## src/rtl/alu_pkg.sv

```systemverilog
// Shared types for the sequential ALU: opcodes, result flags and controller states.
package alu_pkg;

   typedef enum logic [2:0] {
      OP_ADD  = 3'b000,
      OP_SUB  = 3'b001,
      OP_SRL  = 3'b010,
      OP_NOR  = 3'b011,
      OP_NAND = 3'b100,
      OP_SLL  = 3'b101,
      OP_SRA  = 3'b110,
      OP_MUL  = 3'b111
   } alu_op_t;

   typedef struct packed {
      logic z;
      logic c;
      logic n;
      logic v;
   } alu_flags_t;

   typedef enum logic [1:0] {
      IDLE = 2'd0,
      BUSY = 2'd1,
      DONE = 2'd2
   } alu_state_t;

endpackage

```

## src/rtl/alu_seq_if.sv

```systemverilog
// Operand/result handshake bundle between the register-file read stage and writeback.
interface alu_seq_if #(parameter int WIDTH = 8);
   import alu_pkg::*;

   logic             in_valid;
   logic             in_ready;
   logic [WIDTH-1:0] rs1;
   logic [WIDTH-1:0] rs2;
   alu_op_t          ctrl;
   logic             out_valid;
   logic             out_ready;
   logic [WIDTH-1:0] out;
   logic             flag_z;
   logic             flag_c;
   logic             flag_n;
   logic             flag_v;

   modport master (
      output in_valid, rs1, rs2, ctrl, out_ready,
      input  in_ready, out_valid, out, flag_z, flag_c, flag_n, flag_v
   );

   modport slave (
      input  in_valid, rs1, rs2, ctrl, out_ready,
      output in_ready, out_valid, out, flag_z, flag_c, flag_n, flag_v
   );

endinterface

```

## src/rtl/adder_n.sv

```systemverilog
// Parametrised ripple-carry adder shared by ADD, SUB and the multiply accumulate step.
module adder_n #(
   parameter int WIDTH = 8
) (
   input  logic             cin,
   input  logic [WIDTH-1:0] A,
   input  logic [WIDTH-1:0] B,
   output logic [WIDTH-1:0] S,
   output logic             Cout
);

   logic [WIDTH:0] carry;

   assign carry[0] = cin;

   for (genvar i = 0; i < WIDTH; i++) begin : g_fa
      assign S[i]       = A[i] ^ B[i] ^ carry[i];
      assign carry[i+1] = (A[i] & B[i]) | (carry[i] & (A[i] ^ B[i]));
   end

   assign Cout = carry[WIDTH];

endmodule

```

## src/rtl/alu_seq.sv

```systemverilog
// Multi-cycle ALU: single-cycle logic/arith ops, bit-serial shifts and shift-add multiply,
// with valid/ready on both sides and registered result plus ZCNV flags.
module alu_seq
   import alu_pkg::*;
#(
   parameter int WIDTH = 8,
   parameter int SHW   = $clog2(WIDTH)
) (
   input  logic     clk,
   input  logic     rst,
   input  logic     flush,
   alu_seq_if.slave bus
);

   localparam int CW = SHW + 1;

   alu_state_t       state;
   alu_op_t          op_q;
   logic [WIDTH-1:0] work;
   logic [WIDTH-1:0] hi;
   logic [WIDTH-1:0] mcand;
   logic [WIDTH-1:0] out_q;
   logic [CW-1:0]    cnt;
   alu_flags_t       flags_q;

   logic [WIDTH-1:0] add_a;
   logic [WIDTH-1:0] add_b;
   logic [WIDTH-1:0] add_s;
   logic             add_cin;
   logic             add_cout;

   logic             accept;
   logic [SHW-1:0]   amt;
   logic             ctrl_is_shift;
   logic [WIDTH-1:0] sh_next;
   logic             sh_bit;
   logic [WIDTH-1:0] res;
   logic             res_c;
   logic             res_v;
   alu_flags_t       res_flags;

   assign amt           = bus.rs2[SHW-1:0];
   assign bus.in_ready  = (state == IDLE) | ((state == DONE) & bus.out_ready);
   assign accept        = bus.in_valid & bus.in_ready & ~flush;
   assign ctrl_is_shift = (bus.ctrl == OP_SRL) | (bus.ctrl == OP_SLL) | (bus.ctrl == OP_SRA);

   // While busy the adder accumulates the multiplicand into the product high half;
   // otherwise it works directly on the offered operands so ADD/SUB finish at accept.
   always_comb begin
      add_a   = bus.rs1;
      add_b   = bus.rs2;
      add_cin = 1'b0;
      if (state == BUSY) begin
         add_a = hi;
         add_b = work[0] ? mcand : '0;
      end else if (bus.ctrl == OP_SUB) begin
         add_b   = ~bus.rs2;
         add_cin = 1'b1;
      end
   end

   adder_n #(.WIDTH(WIDTH)) u_adder (
      .cin  (add_cin),
      .A    (add_a),
      .B    (add_b),
      .S    (add_s),
      .Cout (add_cout)
   );

   // One-bit shift step; sh_bit is the bit falling off the end this cycle.
   always_comb begin
      sh_next = work;
      sh_bit  = 1'b0;
      case (op_q)
         OP_SRL: begin
            sh_next = {1'b0, work[WIDTH-1:1]};
            sh_bit  = work[0];
         end
         OP_SLL: begin
            sh_next = {work[WIDTH-2:0], 1'b0};
            sh_bit  = work[WIDTH-1];
         end
         OP_SRA: begin
            sh_next = {work[WIDTH-1], work[WIDTH-1:1]};
            sh_bit  = work[0];
         end
         default: ;
      endcase
   end

   // Result and flags that get registered either at accept (single-cycle ops and
   // zero-amount shifts) or on the last busy cycle.
   always_comb begin
      res   = bus.rs1;
      res_c = 1'b0;
      res_v = 1'b0;
      if (state == BUSY) begin
         if (op_q == OP_MUL) begin
            res   = {add_s[0], work[WIDTH-1:1]};
            res_c = add_cout | (|add_s[WIDTH-1:1]);
            res_v = res_c;
         end else begin
            res   = sh_next;
            res_c = sh_bit;
         end
      end else begin
         case (bus.ctrl)
            OP_ADD, OP_SUB: begin
               res   = add_s;
               res_c = add_cout;
               res_v = (add_a[WIDTH-1] == add_b[WIDTH-1]) & (add_s[WIDTH-1] != add_a[WIDTH-1]);
            end
            OP_NOR:  res = ~(bus.rs1 | bus.rs2);
            OP_NAND: res = ~(bus.rs1 & bus.rs2);
            default: ;
         endcase
      end
      res_flags.z = (res == '0);
      res_flags.c = res_c;
      res_flags.n = res[WIDTH-1];
      res_flags.v = res_v;
   end

   // Controller: flush wins over everything but reset, and a DONE accept retires and restarts.
   always_ff @(posedge clk or posedge rst) begin
      if (rst) begin
         state   <= IDLE;
         op_q    <= OP_ADD;
         work    <= '0;
         hi      <= '0;
         mcand   <= '0;
         cnt     <= '0;
         out_q   <= '0;
         flags_q <= '0;
      end else if (flush) begin
         state <= IDLE;
      end else begin
         case (state)
            IDLE, DONE: begin
               if (accept) begin
                  op_q  <= bus.ctrl;
                  work  <= bus.rs1;
                  mcand <= bus.rs1;
                  hi    <= '0;
                  if (bus.ctrl == OP_MUL) begin
                     work  <= bus.rs2;
                     cnt   <= CW'(WIDTH);
                     state <= BUSY;
                  end else if (ctrl_is_shift && (amt != '0)) begin
                     cnt   <= {1'b0, amt};
                     state <= BUSY;
                  end else begin
                     out_q   <= res;
                     flags_q <= res_flags;
                     state   <= DONE;
                  end
               end else if ((state == DONE) && bus.out_ready) begin
                  state <= IDLE;
               end
            end
            BUSY: begin
               cnt <= cnt - 1'b1;
               if (op_q == OP_MUL) begin
                  {hi, work} <= {add_cout, add_s, work[WIDTH-1:1]};
               end else begin
                  work <= sh_next;
               end
               if (cnt == CW'(1)) begin
                  out_q   <= res;
                  flags_q <= res_flags;
                  state   <= DONE;
               end
            end
            default: state <= IDLE;
         endcase
      end
   end

   assign bus.out_valid = (state == DONE);
   assign bus.out       = out_q;
   assign bus.flag_z    = flags_q.z;
   assign bus.flag_c    = flags_q.c;
   assign bus.flag_n    = flags_q.n;
   assign bus.flag_v    = flags_q.v;

endmodule

```

## src/flat_wrapper.sv

```systemverilog
// flat-port wrapper written by rule: the top's interface ports become plain ports
module alu_seq_flat import alu_pkg::*;
#(
   parameter int WIDTH = 8,
   parameter int SHW   = $clog2(WIDTH)
)
  (clk, rst, flush, bus_in_valid, bus_rs1, bus_rs2, bus_ctrl, bus_out_ready, bus_in_ready, bus_out_valid, bus_out, bus_flag_z, bus_flag_c, bus_flag_n, bus_flag_v);
  alu_seq_if #(.WIDTH(WIDTH)) bus_i ();
  input  logic clk;
  input  logic rst;
  input  logic flush;
  input wire logic [$bits(bus_i.in_valid)-1:0] bus_in_valid;
  input wire logic [$bits(bus_i.rs1)-1:0] bus_rs1;
  input wire logic [$bits(bus_i.rs2)-1:0] bus_rs2;
  input wire logic [$bits(bus_i.ctrl)-1:0] bus_ctrl;
  input wire logic [$bits(bus_i.out_ready)-1:0] bus_out_ready;
  output wire logic [$bits(bus_i.in_ready)-1:0] bus_in_ready;
  output wire logic [$bits(bus_i.out_valid)-1:0] bus_out_valid;
  output wire logic [$bits(bus_i.out)-1:0] bus_out;
  output wire logic [$bits(bus_i.flag_z)-1:0] bus_flag_z;
  output wire logic [$bits(bus_i.flag_c)-1:0] bus_flag_c;
  output wire logic [$bits(bus_i.flag_n)-1:0] bus_flag_n;
  output wire logic [$bits(bus_i.flag_v)-1:0] bus_flag_v;
  assign bus_i.in_valid = bus_in_valid;
  assign bus_i.rs1 = bus_rs1;
  assign bus_i.rs2 = bus_rs2;
  assign bus_i.ctrl = bus_ctrl;
  assign bus_i.out_ready = bus_out_ready;
  assign bus_in_ready = bus_i.in_ready;
  assign bus_out_valid = bus_i.out_valid;
  assign bus_out = bus_i.out;
  assign bus_flag_z = bus_i.flag_z;
  assign bus_flag_c = bus_i.flag_c;
  assign bus_flag_n = bus_i.flag_n;
  assign bus_flag_v = bus_i.flag_v;
  alu_seq #(.WIDTH(WIDTH), .SHW(SHW)) u_core (.clk(clk), .rst(rst), .flush(flush), .bus(bus_i));
endmodule
```

## config.mk

```make
export PLATFORM = sky130hd
export DESIGN_NAME = alu_seq_flat
export DESIGN_NICKNAME = d
export VERILOG_FILES = /design/src/rtl/alu_pkg.sv /design/src/rtl/alu_seq_if.sv /design/src/rtl/adder_n.sv /design/src/rtl/alu_seq.sv /design/src/flat_wrapper.sv
export SDC_FILE = /design/constraint.sdc
export NUM_CORES = 1
export LEC_CHECK = 0
export ABC_CLOCK_PERIOD_IN_PS = 12450
export BUFFER_PORTS_ARGS = -buffer_cell sky130_fd_sc_hd__buf_2
export CELL_PAD_IN_SITES_DETAIL_PLACEMENT = 1
export CELL_PAD_IN_SITES_GLOBAL_PLACEMENT = 1
export CORE_ASPECT_RATIO = 1.4
export CORE_MARGIN = 2
export CORE_UTILIZATION = 48
export CTS_CLUSTER_DIAMETER = 40
export DETAILED_ROUTE_END_ITERATION = 6
export PLACE_DENSITY = 0.83
export RECOVER_POWER = 50
export SLEW_MARGIN = 15
export SYNTH_ARGS = -nofsm -noshare
export SYNTH_HDL_FRONTEND = slang
export SYNTH_SLANG_ARGS = --single-unit
```

## constraint.sdc

```tcl
create_clock -name clk -period 12.45 [get_ports clk]
set_input_delay 2.49 -clock clk [delete_from_list [all_inputs] [get_ports clk]]
set_output_delay 2.49 -clock clk [all_outputs]
set_load 0.02 [all_outputs]
```

Word-level counts from Yosys, hierarchy flattened:

Cells that the tools add are included.

* output and inout bits: 14
* register bits after elaboration: 45
* word-level logic and storage cells: 151

* muxes and demuxes: 44
* bitwise gates (word level): 54
* reduce and logical (&&, ||, !) cells: 17
* equality and inequality tests: 24
* add/sub/neg operators: 1

Operators by type and width (count)
* $mux W8: 14
* $pmux W8 S2: 3
* $pmux W8 S3: 2
* $mux W4: 7
* $not A8 Y8: 3
* $eq A3 B3 Y1 const B: 7
* $and A1 B1 Y1: 20
* $pmux W4 S2: 2
* $xor A1 B1 Y1: 16
* $mux W2: 6
* $or A1 B1 Y1: 12
* $eq A3 B2 Y1 const B: 3
* $and A8 B8 Y8: 1
* $logic_not A8 Y1: 1
* $mux W1: 8
* $ne A2 B2 Y1 const B: 4
* $or A8 B8 Y8: 1
* $reduce_and A4 Y1: 2
* $reduce_or A7 Y1: 1
* $reduce_and A3 Y1: 2
* $reduce_and A6 Y1: 1
* $reduce_or A2 Y1: 3
* $eq A4 B1 Y1 const B: 1
* $ne A4 B2 Y1 const B: 1
* other kinds (18): 19

Depth between registers and ports, before layout:

Gate-level depths: netlist of the first run.

* depth after elaboration: 27
* mapped depth: 22
* mapped depth without buffers: 19

By module:

A second synthesis of the first run with hierarchy kept.

* cell total of the unflattened synthesis: 401
* area total of the unflattened synthesis: 3320.7 sq um

By module, submodules not included
* alu_seq: seq. area each 1101.1 sq um, instances 1, area each 3123.0 sq um, cells each 383
* adder_n: seq. area each 0.0 sq um, instances 1, area each 197.7 sq um, cells each 18

Worst setup path after synthesis of the first run:

No wires, ideal clock.

* kind: in2reg
* from: input port bus_ctrl[2]
* to: register u_core.flags_q (netlist bit u_core.bus.flag_z)
* stages: 22
* arrival time: 7.517 ns
* path slack: 4.809 ns
* setup time: 0.124 ns
* cells stage by stage: buf_2 > buf_1 > nor2_1 > and2_1 > buf_2 > xnor2_1 > o21ai_1 > fa_1 > fa_1 > fa_1 > fa_1 > fa_1 > inv_1 > fa_1 > inv_1 > fa_1 > fa_1 > o32ai_1 > or4b_1 > and3_1 > nand4_1 > o31ai_1

* cells in the longest elaborated chain, start to end: 26
* elaborated cells on any way between the ends: 65

Ends and longest elaborated chain
* start: declaration: line flat_wrapper.sv:15 `input wire logic [$bits(bus_i.ctrl)-1:0] bus_ctrl;`
* $eq A3 B1 Y1: line alu_seq.sv:56, alu_seq.sv:107
* $mux W8: line alu_seq.sv:56 `end else if (bus.ctrl == OP_SUB) begin`
* $mux W8: line alu_seq.sv:53 `if (state == BUSY) begin`
* $xor A1 B1 Y1: line adder_n.sv:17, adder_n.sv:18
* $and A1 B1 Y1: line adder_n.sv:18 `assign carry[i+1] = (A[i] & B[i]) | (carry[i] & (A[i] ^ B[i]));`
* $or A1 B1 Y1: line adder_n.sv:18
* $and A1 B1 Y1: line adder_n.sv:18
* $or A1 B1 Y1: line adder_n.sv:18
* [... 10 more ...]
* $xor A1 B1 Y1: line adder_n.sv:17 `assign S[i] = A[i] ^ B[i] ^ carry[i];`
* $pmux W8 S3: line alu_seq.sv:107 `case (bus.ctrl)`
* $mux W8: line alu_seq.sv:97 `if (state == BUSY) begin`
* $logic_not A8 Y1: line alu_seq.sv:118 `res_flags.z = (res == '0);`
* $mux W4: line alu_seq.sv:149 `end else if (ctrl_is_shift && (amt != '0)) begin`
* $mux W4: line alu_seq.sv:145 `if (bus.ctrl == OP_MUL) begin`
* $mux W4: line alu_seq.sv:140 `if (accept) begin`
* $pmux W4 S2: line alu_seq.sv:138 `case (state)`
* end signal: assignment: line alu_seq.sv:154 `flags_q <= res_flags;`
* end signal: assignment: line alu_seq.sv:170 `flags_q <= res_flags;`
* end: declaration: line alu_seq.sv:24 `alu_flags_t flags_q;`

Parallel ways exist; a longest one is shown, timed or not. The select of a mux whose other input is x is not followed.
A chain may end at the register's enable or synchronous reset.

Worst setup path after layout of the first run:

* from: input port bus_ctrl[1]
* to: register u_core.flags_q (netlist bit u_core.bus.flag_z)

The elaborated chain is that of the path after synthesis.

==> impl_metrics.csv, run 1 <==
group,metric,value,unit
run_status,status,"finished with violations",
run_status,violations,"max-capacitance violations, max-slew violations",
layout,antennaDiodeCount,0,
timing,setup_total_negative_slack,0,ns
timing,rsz0062_at_grt,"no",
timing,finalHoldViolCount,0,
synthesis,yosysSeqAreaShare,33.2,%
synthesis,postSynthRegisterBits,44,
worst_setup_path,crit_arrival,7.92,ns
route,detail_route.wl_per_cell,20.2,um
placement,preCtsSetupSlack,4.41,ns
synthesis,post_synth_instance_area,3310,um2
timing,maxSlewHeadroom,-14.7,%
timing,worst_clock_skew,0.00823,ns
power_and_ir_drop,p_leak,1.53,nW
clock_tree,numClockSinks,44,
layout,area.sequential,1100,um2
worst_hold_path,min-delay-path-class,"reg -> reg",
synthesis,synth_edf_count,0,
timing,final_period_minus_worst_setup_slack,7.72,ns
synthesis,post_synth_inst_count,386,
route,viasPerCell,6.13,
route,drtAntennaViolNets,0,
layout,fill_cells,791,
route,postRouteWirelength,9950,um
die,initial_core_util,50.1,%
global_routing,grt_first_pass_wirelength,16300,um
synthesis,synth.net_count,421,
layout,area_growth_syn_to_layout,8.35,%
global_routing,antenna_found_initial,0,
placement,gp_congestion,0.866,
clock_tree,cts_buffer_depth,2,
timing,slew_viol_final,45,
synthesis,syn_avg_cell_area,8.58,um2
placement,detailedPlacementHpwl,7240,um
timing,final.period_utilization,62.0,%
layout,share_of_layout_cells_above_drive_strength_1,16.5,%
clock_tree,post_cts_resize_count,0,
clock_tree,clk_latency,0.31,ns
flow_run,max_cap_violations,1,
die,die_w,74.2,um
route,detailedRoute.firstIterationViolations,204,
power_and_ir_drop,fin_total_pwr,579,uW
layout,multi_input_gate_area_in_the_final_layout,2030,um2
global_routing,grt_start_max_net_pins,45,
synthesis,synth_area_leader_cell,"sky130_fd_sc_hd__dfrtp_1",
clock_tree,hold_buffers,0,
clock_tree,cts.repair_timing.setup_buffer_count,0,
global_routing,total_track_usage,28.4,%
worst_setup_path,kind_of_end_point_of_the_critical_path,"register",
power_and_ir_drop,vdd_ir_max,0.0779,mV
timing,fmax,129,MHz
placement,port_buffers,37,
worst_setup_path,crit_path_start_kind,"input port",
route,vias,3017,
die,design.core.area,6610,um2
synthesis,synth_area_leaders,"sky130_fd_sc_hd__dfrtp_1, sky130_fd_sc_hd__mux2_2, sky130_fd_sc_hd__nand2_1",
worst_setup_path,timing.critical_path.fanout_max,29,
timing,worst_slack,4.73,ns
worst_setup_path,worst-setup-path-type,"in -> reg",
synthesis,ys_dominant_reg_cell,"sky130_fd_sc_hd__dfrtp_1",
die,die_height,102,um
route,first_pass_iters,4,
clock_tree,number_of_h_tree_levels,2,
worst_setup_path,worstPathRequired,12.65,ns
die,floorplan.rows,35,
synthesis,netlist.area_leader.share,33.2,%
timing,final-setup-viol-count,0,
die,io_pins,38,
clock_tree,cts.root.buffer_cell,"sky130_fd_sc_hd__clkbuf_8",
timing,max_slew.worst_pin.slew,1.72,ns
global_routing,overflow,0,
synthesis,synth_cell_types,55,
die,die-area,7590,um2
synthesis,async_reset_ff_share,100,%
clock_tree,clk_pin_slew,0.09,ns
global_routing,vias_in_the_first_global_route,3123,
clock_tree,tritoncts_clock_tree,"yes",
route,route.detailed.drc,0,
layout,design.final.nets,434,
power_and_ir_drop,powerDensity,161,nW/um2
clock_tree,cts_buffers,5,
layout,utilization,54.3,%
synthesis,synth-warning-count,0,
==> power breakdown <==
group | internal, mW | switching (mW) | leakage (nW)
logic | 0.0968 | 0.140 | 0.947
registers | 0.181 | 0.0506 | 0.531
clock network | 0.0596 | 0.0516 | 0.0552
total | 0.337 | 0.242 | 1.53
==> critical path, cell delays in order <==
cell and delay, ns:
sky130_fd_sc_hd__buf_2 0.25, sky130_fd_sc_hd__nor2_1 0.27, sky130_fd_sc_hd__and2_1 0.43, sky130_fd_sc_hd__xnor2_1 0.17
sky130_fd_sc_hd__o21ai_1 0.10, sky130_fd_sc_hd__fa_1 0.44, sky130_fd_sc_hd__fa_1 0.38, sky130_fd_sc_hd__fa_1 0.40
sky130_fd_sc_hd__fa_1 0.40, sky130_fd_sc_hd__fa_1 0.37, sky130_fd_sc_hd__inv_1 0.08, sky130_fd_sc_hd__fa_1 0.16
sky130_fd_sc_hd__inv_1 0.05, sky130_fd_sc_hd__fa_1 0.38, sky130_fd_sc_hd__fa_1 0.60, sky130_fd_sc_hd__o32ai_1 0.09
sky130_fd_sc_hd__or4b_1 0.46, sky130_fd_sc_hd__and3_1 0.20, sky130_fd_sc_hd__nand4_1 0.09, sky130_fd_sc_hd__o31ai_1 0.08
==> Yosys cell counts (3+ instances only) <==
cell and count:
sky130_fd_sc_hd__o21a_1 3, sky130_fd_sc_hd__a22o_1 8, sky130_fd_sc_hd__mux2_1 3, sky130_fd_sc_hd__xnor2_1 9, sky130_fd_sc_hd__a22oi_1 3, sky130_fd_sc_hd__clkbuf_1 15
sky130_fd_sc_hd__dfrtp_1 44, sky130_fd_sc_hd__nand3_1 12, sky130_fd_sc_hd__o31ai_1 4, sky130_fd_sc_hd__buf_2 14, sky130_fd_sc_hd__nor2b_1 8, sky130_fd_sc_hd__a21oi_1 29
sky130_fd_sc_hd__o211ai_1 5, sky130_fd_sc_hd__buf_1 3, sky130_fd_sc_hd__a21o_1 4, sky130_fd_sc_hd__inv_1 9, sky130_fd_sc_hd__o22ai_1 6, sky130_fd_sc_hd__mux2_2 19
sky130_fd_sc_hd__a31oi_1 16, sky130_fd_sc_hd__nand2b_1 10, sky130_fd_sc_hd__o21ai_1 8, sky130_fd_sc_hd__nand2_1 43, sky130_fd_sc_hd__ha_1 3, sky130_fd_sc_hd__and3_1 4
sky130_fd_sc_hd__fa_1 8, sky130_fd_sc_hd__mux2i_1 10, sky130_fd_sc_hd__nor2_1 33, sky130_fd_sc_hd__o21ai_0 16
==> cell families after synthesis <==
family / after synthesis / synth area share [%]
xor gates and xnor gates: 9 / 2.38
muxes: 32 / 10.5
AOI/OAI and AO/OA: 121 / 24.1
and+or+nand+nor: 126 / 18.2
buffers and inverters: 43 / 5.63
DFF: 44 / 33.2
adders and majority gates: 11 / 5.97
==> cell usage in the layout (no fill, tap or decap), types with 3 or more instances in the layout <==
| master | count |
|---|---|
| sky130_fd_sc_hd__dfrtp_1 | 44 |
| sky130_fd_sc_hd__nand2_1 | 43 |
| sky130_fd_sc_hd__nor2_1 | 33 |
| sky130_fd_sc_hd__buf_2 | 30 |
| sky130_fd_sc_hd__a21oi_1 | 29 |
| sky130_fd_sc_hd__mux2_2 | 19 |
| sky130_fd_sc_hd__o21ai_0 | 16 |
| sky130_fd_sc_hd__a31oi_1 | 16 |
| sky130_fd_sc_hd__nand3_1 | 12 |
| sky130_fd_sc_hd__nand2b_1 | 10 |
| sky130_fd_sc_hd__mux2i_1 | 10 |
| sky130_fd_sc_hd__inv_1 | 9 |
| sky130_fd_sc_hd__xnor2_1 | 9 |
| sky130_fd_sc_hd__a22o_1 | 8 |
| sky130_fd_sc_hd__o21ai_1 | 8 |
| sky130_fd_sc_hd__fa_1 | 8 |
| sky130_fd_sc_hd__clkbuf_1 | 8 |
| sky130_fd_sc_hd__nor2b_1 | 7 |
| sky130_fd_sc_hd__o22ai_1 | 6 |
| sky130_fd_sc_hd__o211ai_1 | 5 |
| sky130_fd_sc_hd__clkbuf_8 | 5 |
| sky130_fd_sc_hd__a21o_1 | 4 |
| sky130_fd_sc_hd__and3_1 | 4 |
| sky130_fd_sc_hd__o31ai_1 | 4 |
| sky130_fd_sc_hd__mux2_1 | 3 |
| sky130_fd_sc_hd__a22oi_1 | 3 |
| sky130_fd_sc_hd__o21a_1 | 3 |
| sky130_fd_sc_hd__ha_1 | 3 |
| sky130_fd_sc_hd__buf_4 | 3 |
==> path summary, 6_finish.rpt <==
check | slack, ns | depth (start not counted) | from | endpoint
setup / recovery | 4.73 | 20 | bus_ctrl[1] | u_core.bus.flag_z
hold / removal | 0.51 | 1 | u_core.mcand[5] | u_core.mcand[5]
setup reg to reg | 6.57 | 17 | u_core.state[0] | u_core.bus.flag_z
hold reg to reg | 0.51 | 1 | u_core.mcand[5] | u_core.mcand[5]
max in group asynchronous | 8.74 | 2 | rst | u_core.bus.flag_c
min in group asynchronous | 2.71 | 2 | rst | u_core.state[0]
==> per-layer routing <==
| layer | part of all wire [%] | vias to the layer above | track usage, % |
|---|---|---|---|
| met1 | 41 | 1507 | 35.2 |
| met3 | 3.6 | 27 | 4.04 |
| li1 | - | 1410 | - |
| met4 | 3.2 | 0 | 11.7 |
| met5 | 0 | - | 0 |
| met2 | 52 | 73 | 48.9 |
==> per-stage QoR <==
step	area, um2	instances	hold slack, ns
after CTS	3600	492	0.512
after floorplan	3310	386	0.448
final	3590	492	0.511
after global routing	3590	492	0.527
after global placement	3490	484	0.485
after detailed placement	3490	484	0.490
==> layout make-up <==
| type | instances | area share, % |
|---|---|---|
| Sequential cell | 44 | 30.7 |
| Tap cell | 92 | 3.21 |
| Clock inverter | 2 | 0.976 |
| Clock buffer | 6 | 2.02 |
| Inverter | 9 | 0.941 |
| Timing Repair Buffer | 40 | 5.54 |
| Multi-Input combinational cell | 299 | 56.6 |
==> state kept, by name, indices dropped and copies added (netlist names) <==
name	count
u_core.bus.out	8
u_core.hi	8
u_core.mcand	8
u_core.work	8
u_core.cnt	4
u_core.op_q	3
u_core.state	2
u_core.bus.flag_c	1
u_core.bus.flag_v	1
u_core.bus.flag_z	1
(Power assumes the default switching activity.)
==> inputs of run 2 (changes only) <==
--- a/config.mk
+++ b/config.mk
@@ -5,16 +5,17 @@
 export SDC_FILE = /design/constraint.sdc
 export NUM_CORES = 1
 export LEC_CHECK = 0
-export ABC_CLOCK_PERIOD_IN_PS = 12450
+export ABC_AREA = 1
+export ABC_CLOCK_PERIOD_IN_PS = 8100
 export BUFFER_PORTS_ARGS = -buffer_cell sky130_fd_sc_hd__buf_2
 export CELL_PAD_IN_SITES_DETAIL_PLACEMENT = 1
 export CELL_PAD_IN_SITES_GLOBAL_PLACEMENT = 1
 export CORE_ASPECT_RATIO = 1.4
 export CORE_MARGIN = 2
-export CORE_UTILIZATION = 48
+export CORE_UTILIZATION = 43
 export CTS_CLUSTER_DIAMETER = 40
 export DETAILED_ROUTE_END_ITERATION = 6
-export PLACE_DENSITY = 0.83
+export PLACE_DENSITY = 0.78
 export RECOVER_POWER = 50
 export SLEW_MARGIN = 15
 export SYNTH_ARGS = -nofsm -noshare
==> constraint.sdc (replaced) <==
create_clock -name clk -period 8.1 [get_ports clk]
set_input_delay 1.62 -clock clk [delete_from_list [all_inputs] [get_ports clk]]
set_output_delay 1.62 -clock clk [all_outputs]
set_load 0.02 [all_outputs]
==> run 2 against run 1 <==
The flow still finishes with violations (max-capacitance violations, max-slew violations); sequential power rose by 48%; power is 61% higher; count of clock-buffer cells in the layout is 1 lower; critical endpoint is now u_core.bus.flag_c; register-to-register slack worse by 4.5 ns; first-iteration DRC count is 30% lower; critical path depth unchanged; hold slack worse by 0.028 ns; core utilization fell by 5.6 points; cell count up 19%; clock power is 64% higher.
==> impl_metrics.csv, run 2 <==
group,metric,value,unit
run_status,status,"finished with violations",
run_status,violations,"max-capacitance violations, max-slew violations",
die,die_w,77.3,um
synthesis,postSynthRegisterBits,44,
power_and_ir_drop,sw_frac_of_total,44.9,%
synthesis,post_synth_inst_count,457,
timing,slew_viol_final,45,
route,route.detailed.drc,0,
worst_hold_path,min-delay-path-class,"reg -> reg",
global_routing,vias_in_the_first_global_route,3356,
layout,design.final.nets,524,
route,drtAntennaViolNets,0,
timing,final.period_utilization,76.8,%
die,io_pins,38,
global_routing,overflow,0,
timing,max_slew.worst_pin.slew,1.79,ns
synthesis,syn_avg_cell_area,7.08,um2
flow_run,max_cap_violations,1,
die,floorplan.rows,37,
synthesis,synth_area_leader_cell,"sky130_fd_sc_hd__dfrtp_1",
worst_setup_path,kind_of_end_point_of_the_critical_path,"register",
die,design.core.area,7310,um2
power_and_ir_drop,vdd_ir_max,0.0979,mV
worst_setup_path,crit_arrival,6.44,ns
die,die-area,8240,um2
global_routing,grt_met2_use,46.9,%
layout,stdcell_area,3560,um2
worst_setup_path,worst-setup-path-type,"in -> reg",
layout,multi_input_gate_area_in_the_final_layout,1810,um2
layout,mostFrequentLayoutCells,"sky130_fd_sc_hd__nand2_1, sky130_fd_sc_hd__inv_1, sky130_fd_sc_hd__dfrtp_1",
clock_tree,clk_latency,0.32,ns
power_and_ir_drop,powerDensity,263,nW/um2
timing,rsz0062_at_grt,"no",
timing,final-setup-viol-count,0,
global_routing,grt_busiest_layer,"met2",
power_and_ir_drop,p_leak,1.78,nW
layout,utilization,48.7,%
placement,port_buffers,37,
placement,detailedPlacementHpwl,7870,um
route,viasPerCell,5.56,
synthesis,async_reset_ff_share,100,%
route,first_pass_iters,6,
placement,placed_cells_incl_taps,579,
power_and_ir_drop,combPwrFrac,44.0,%
route,postRouteWirelength,10400,um
global_routing,grt_use_met1,32.8,%
synthesis,yosysSeqAreaShare,34.0,%
route,detail_route.wl_per_cell,17.8,um
power_and_ir_drop,power.sequential.fraction,36.6,%
timing,worst_clock_skew,0.00785,ns
synthesis,yosys.cell_count.top_type,"sky130_fd_sc_hd__nand2_1",
placement,placedInstanceArea,3460,um2
worst_setup_path,timing.critical_path.fanout_max,9,
global_routing,antenna_found_initial,0,
power_and_ir_drop,internal,515,uW
clock_tree,tritoncts_clock_tree,"yes",
global_routing,grt_start_max_net_pins,45,
clock_tree,numClockSinks,44,
power_and_ir_drop,fin_total_pwr,935,uW
route,vias,3262,
synthesis,post_synth_most_frequent_cells,"sky130_fd_sc_hd__nand2_1, sky130_fd_sc_hd__inv_1, sky130_fd_sc_hd__dfrtp_1, sky130_fd_sc_hd__nor2_1, sky130_fd_sc_hd__o21ai_0",
placement,gp_congestion,0.925,
timing,final_period_minus_worst_setup_slack,6.22,ns
global_routing,grt.met3_usage,3.37,%
timing,setup_total_negative_slack,0,ns
clock_tree,cts_buffer_depth,2,
clock_tree,post_cts_resize_count,0,
layout,post_layout_nonfiller_instances,587,
layout,area.sequential,1100,um2
layout,share_of_layout_cells_above_drive_strength_1,13.1,%
layout,area_growth_syn_to_layout,10.1,%
worst_setup_path,worstPathRequired,8.32,ns
die,initial_core_util,44.2,%
synthesis,synth_edf_count,0,
clock_tree,clk_pin_slew,0.09,ns
synthesis,synth-warning-count,0,
synthesis,synth_cell_types,37,
synthesis,synth.net_count,492,
layout,fill_cells,992,
synthesis,ys_dominant_reg_cell,"sky130_fd_sc_hd__dfrtp_1",
clock_tree,cts.repair_timing.setup_buffer_count,0,
layout,layout.cells.most_common,"sky130_fd_sc_hd__nand2_1",
clock_tree,cts.root.buffer_cell,"sky130_fd_sc_hd__clkbuf_8",
global_routing,grt_first_pass_wirelength,17100,um
clock_tree,hold_buffers,0,
die,die_height,107,um
synthesis,netlist.area_leader.share,34.0,%
timing,finalHoldViolCount,0,
synthesis,synth_area_leaders,"sky130_fd_sc_hd__dfrtp_1, sky130_fd_sc_hd__nand2_1, sky130_fd_sc_hd__inv_1",
clock_tree,cts_buffers,5,
layout,antennaDiodeCount,0,
power_and_ir_drop,p_switching,420,uW
worst_setup_path,crit_path_start_kind,"input port",
timing,maxSlewHeadroom,-19.5,%
global_routing,total_track_usage,27.0,%
synthesis,post_synth_instance_area,3230,um2
power_and_ir_drop,clockPowerShare,19.4,%
clock_tree,number_of_h_tree_levels,2,
route,detailedRoute.firstIterationViolations,143,
timing,fmax,161,MHz
## run 2: cell type report
class	count	share of cell area, %
clock buffer	5	1.93
sequential	44	30.9
inverter	61	6.64
clock inverter	3	1.20
tap	97	3.41
multi-input combinational	340	50.9
timing repair buffer	37	4.96
## run 2: routing by layer
metal,vias to the layer above,share of wire [%]
met5,-,0
met4,0,4.1
met3,24,4.7
met2,98,51
met1,1594,41
li1,1546,-
## run 2: logic make-up (layout without fill, tap and decap cells)
family / count (synthesis) / count (layout) / share of synthesized area (%)
flops: 44 / 44 / 34.0
compound gates: 94 / 94 / 17.3
simple gates: 227 / 227 / 30.4
mux: 3 / 3 / 0.928
fa+ha+maj: 11 / 11 / 6.11
buf+inv: 73 / 106 / 9.90
xor+xnor: 5 / 5 / 1.35
## run 2: metrics by stage
stage | hold slack, ns | setup slack (ns)
after global routing | 0.517 | 1.58
after global placement | 0.449 | 1.75
after detailed placement | 0.465 | 1.59
after CTS | 0.488 | 1.92
final | 0.484 | 1.88
after floorplan | 0.453 | 2.21
## run 2: power by group through the flow
stage	logic, mW	registers, mW	clock network, mW
floorplan	0.275	0.357	0
global placement	0.403	0.341	0
detailed placement	0.414	0.344	0
CTS	0.417	0.340	0.185
global route	0.463	0.351	0.194
finish	0.412	0.342	0.182
## run 2: worst paths after layout
path                                      to         startpoint  cells after the start  slack [ns]
setup / recovery           u_core.bus.flag_c        bus_ctrl[2]                     20        1.88
hold / removal             u_core.bus.out[3]  u_core.bus.out[3]                      2        0.48
setup reg to reg           u_core.bus.flag_c    u_core.state[0]                     19        2.11
hold reg to reg            u_core.bus.out[3]  u_core.bus.out[3]                      2        0.48
max in group asynchronous     u_core.work[0]                rst                      2        5.20
min in group asynchronous      u_core.cnt[1]                rst                      2        1.86
## run 2: worst max-delay path, stage by stage
cell and delay, ns:
sky130_fd_sc_hd__buf_2 0.18, sky130_fd_sc_hd__inv_4 0.10, sky130_fd_sc_hd__nand3_4 0.16, sky130_fd_sc_hd__nor2_1 0.12, sky130_fd_sc_hd__a21oi_1 0.20, sky130_fd_sc_hd__mux2i_1 0.12
sky130_fd_sc_hd__fa_1 0.42, sky130_fd_sc_hd__fa_1 0.39, sky130_fd_sc_hd__fa_1 0.40, sky130_fd_sc_hd__fa_1 0.41, sky130_fd_sc_hd__fa_1 0.38, sky130_fd_sc_hd__inv_1 0.08
sky130_fd_sc_hd__fa_1 0.16, sky130_fd_sc_hd__inv_1 0.05, sky130_fd_sc_hd__fa_1 0.39, sky130_fd_sc_hd__fa_1 0.49, sky130_fd_sc_hd__o41ai_1 0.52, sky130_fd_sc_hd__nand3_1 0.12
sky130_fd_sc_hd__nand2_1 0.09, sky130_fd_sc_hd__nand2_1 0.04
==> inputs of run 3 (changes only) <==
--- a/config.mk
+++ b/config.mk
@@ -5,14 +5,14 @@
 export SDC_FILE = /design/constraint.sdc
 export NUM_CORES = 1
 export LEC_CHECK = 0
-export ABC_AREA = 1
-export ABC_CLOCK_PERIOD_IN_PS = 8100
+export ABC_AREA = 0
+export ABC_CLOCK_PERIOD_IN_PS = 6400
 export BUFFER_PORTS_ARGS = -buffer_cell sky130_fd_sc_hd__buf_2
 export CELL_PAD_IN_SITES_DETAIL_PLACEMENT = 1
 export CELL_PAD_IN_SITES_GLOBAL_PLACEMENT = 1
 export CORE_ASPECT_RATIO = 1.4
 export CORE_MARGIN = 2
-export CORE_UTILIZATION = 43
+export CORE_UTILIZATION = 45
 export CTS_CLUSTER_DIAMETER = 40
 export DETAILED_ROUTE_END_ITERATION = 6
 export PLACE_DENSITY = 0.78
==> constraint.sdc (replaced) <==
create_clock -name clk -period 6.4 [get_ports clk]
set_input_delay 1.28 -clock clk [delete_from_list [all_inputs] [get_ports clk]]
set_output_delay 1.28 -clock clk [all_outputs]
set_load 0.02 [all_outputs]
==> run 3 against run 2 <==
The flow still finishes with violations (max-capacitance violations, max-slew violations); via count decreased by 6.8%; sequential share of layout area shrank 0.49 points; register-to-register slack got worse by 1.2 ns; hold slack improved by 0.026 ns; non-clock buffer count up 8; core utilization increased by 1.4 points; critical endpoint is now u_core.bus.flag_z; largest cell class unchanged.
==> impl_metrics.csv, run 3 (synthesized netlist as in run 1, its figures left out) <==
group,metric,value,unit
die,floorplan.rows,37,
global_routing,grt_met2_use,47.5,%
timing,worst_clock_skew,0.0142,ns
worst_setup_path,kind_of_end_point_of_the_critical_path,"register",
die,design.core.area,7220,um2
run_status,violations,"max-capacitance violations, max-slew violations",
clock_tree,clk_pin_slew,0.09,ns
worst_setup_path,worstRegToRegCells,18,
die,die_height,106,um
clock_tree,clk_latency,0.31,ns
layout,antennaDiodeCount,0,
worst_hold_path,worstHoldPathCells,1,
worst_hold_path,min-delay-path-class,"reg -> reg",
route,first_pass_iters,4,
placement,port_buffers,37,
clock_tree,cts.root.buffer_cell,"sky130_fd_sc_hd__clkbuf_8",
power_and_ir_drop,vdd_ir_max,0.180,mV
clock_tree,cts.repair_timing.setup_buffer_count,0,
global_routing,total_track_usage,26.5,%
global_routing,grt.met3_usage,3.51,%
route,detailedRoute.firstIterationViolations,108,
clock_tree,cts_buffers,5,
layout,design.final.nets,439,
layout,fill_cells,900,
timing,maxSlewHeadroom,-17.8,%
clock_tree,tritoncts_clock_tree,"yes",
timing,setup_total_negative_slack,0,ns
layout,area_growth_syn_to_layout,9.22,%
power_and_ir_drop,fin_total_pwr,1.10,mW
global_routing,grt_busiest_layer,"met2",
power_and_ir_drop,powerDensity,304,nW/um2
global_routing,vias_in_the_first_global_route,3389,
placement,gp_congestion,0.837,
clock_tree,numClockSinks,44,
global_routing,antenna_found_initial,0,
power_and_ir_drop,p_leak,1.55,nW
die,die-area,8070,um2
die,io_pins,38,
route,detail_route.wl_per_cell,19.8,um
timing,final-setup-viol-count,0,
worst_setup_path,worstPathRequired,6.60,ns
global_routing,grt_use_met1,31.5,%
timing,final.period_utilization,92.4,%
global_routing,grt_start_max_net_pins,45,
timing,fmax,169,MHz
clock_tree,number_of_h_tree_levels,2,
timing,max_slew.worst_pin.slew,1.76,ns
route,vias,3040,
timing,rsz0062_at_grt,"no",
route,route.detailed.drc,0,
route,drtAntennaViolNets,0,
timing,finalHoldViolCount,0,
placement,detailedPlacementHpwl,7200,um
clock_tree,hold_buffers,0,
layout,stdcell_area,3620,um2
worst_setup_path,crit_path_start_kind,"input port",
flow_run,max_cap_violations,1,
worst_setup_path,timing.critical_path.fanout_max,4,
layout,mostFrequentLayoutCells,"sky130_fd_sc_hd__dfrtp_1, sky130_fd_sc_hd__nand2_1, sky130_fd_sc_hd__nor2_1",
timing,slew_viol_final,45,
global_routing,grt_first_pass_wirelength,17100,um
worst_setup_path,worst-setup-path-type,"in -> reg",
route,viasPerCell,6.06,
route,postRouteWirelength,9950,um
placement,placedInstanceArea,3530,um2
worst_setup_path,crit_arrival,6.12,ns
clock_tree,cts_buffer_depth,2,
layout,share_of_layout_cells_above_drive_strength_1,17.8,%
die,die_w,76.5,um
global_routing,overflow,0,
clock_tree,post_cts_resize_count,0,
timing,final_period_minus_worst_setup_slack,5.92,ns
die,initial_core_util,45.9,%
run_status,status,"finished with violations",
layout,layout.cells.most_common,"sky130_fd_sc_hd__dfrtp_1",
## run 3: routing by layer
metal / routed length (um) / up-vias
met5: 0 / -
met4: 336 / 0
met3: 299 / 23
met2: 5180 / 66
met1: 4140 / 1529
li1: - / 1422
## run 3: path summary, 6_finish.rpt
path / start / to / slack [ns]
setup / recovery: bus_ctrl[1] / u_core.bus.flag_z / 0.48
hold / removal: u_core.mcand[4] / u_core.mcand[4] / 0.51
setup reg to reg: u_core.state[1] / u_core.bus.flag_z / 0.93
hold reg to reg: u_core.mcand[4] / u_core.mcand[4] / 0.51
max in group asynchronous: rst / u_core.mcand[3] / 3.85
min in group asynchronous: rst / u_core.state[1] / 1.52
## run 3: worst max-delay path, cell delays in order
cell and delay [ns]:
sky130_fd_sc_hd__buf_2 0.11, sky130_fd_sc_hd__nor2_1 0.15, sky130_fd_sc_hd__and2_1 0.23, sky130_fd_sc_hd__xnor2_1 0.14
sky130_fd_sc_hd__o21ai_1 0.10, sky130_fd_sc_hd__fa_1 0.41, sky130_fd_sc_hd__fa_1 0.39, sky130_fd_sc_hd__fa_1 0.39
sky130_fd_sc_hd__fa_1 0.38, sky130_fd_sc_hd__fa_1 0.37, sky130_fd_sc_hd__inv_1 0.08, sky130_fd_sc_hd__fa_1 0.16
sky130_fd_sc_hd__inv_1 0.05, sky130_fd_sc_hd__fa_1 0.37, sky130_fd_sc_hd__fa_1 0.59, sky130_fd_sc_hd__o32ai_1 0.09
sky130_fd_sc_hd__or4b_1 0.46, sky130_fd_sc_hd__and3_1 0.20, sky130_fd_sc_hd__nand4_1 0.09, sky130_fd_sc_hd__o31ai_1 0.07
## run 3: area by class of cell
type	count	area (um2)	share of cell area, %
inverters	9	33.8	0.934
repair buffers	45	236	6.54
well taps	97	121	3.36
clock inverters	2	10.0	0.277
multi-input cells	299	2030	56.2
clock buffers	6	82.6	2.28
flip-flops and latches	44	1100	30.4
## run 3: stage by stage
step / std cells / util [%] / worst slack [ns] / hold slack, ns
after floorplan: 386 / - / 0.0164 / 0.448
after global placement: 494 / 48.9 / 0.269 / 0.469
after detailed placement: 494 / 48.9 / 0.168 / 0.492
after CTS: 502 / 50.2 / 0.483 / 0.515
after global routing: 502 / 50.1 / 0.228 / 0.535
final: 502 / 50.1 / 0.484 / 0.510
## run 3: where the power goes
group,switching [mW],internal (mW)
Sequential,0.0988,0.351
Combinational,0.271,0.191
Clock,0.101,0.0863
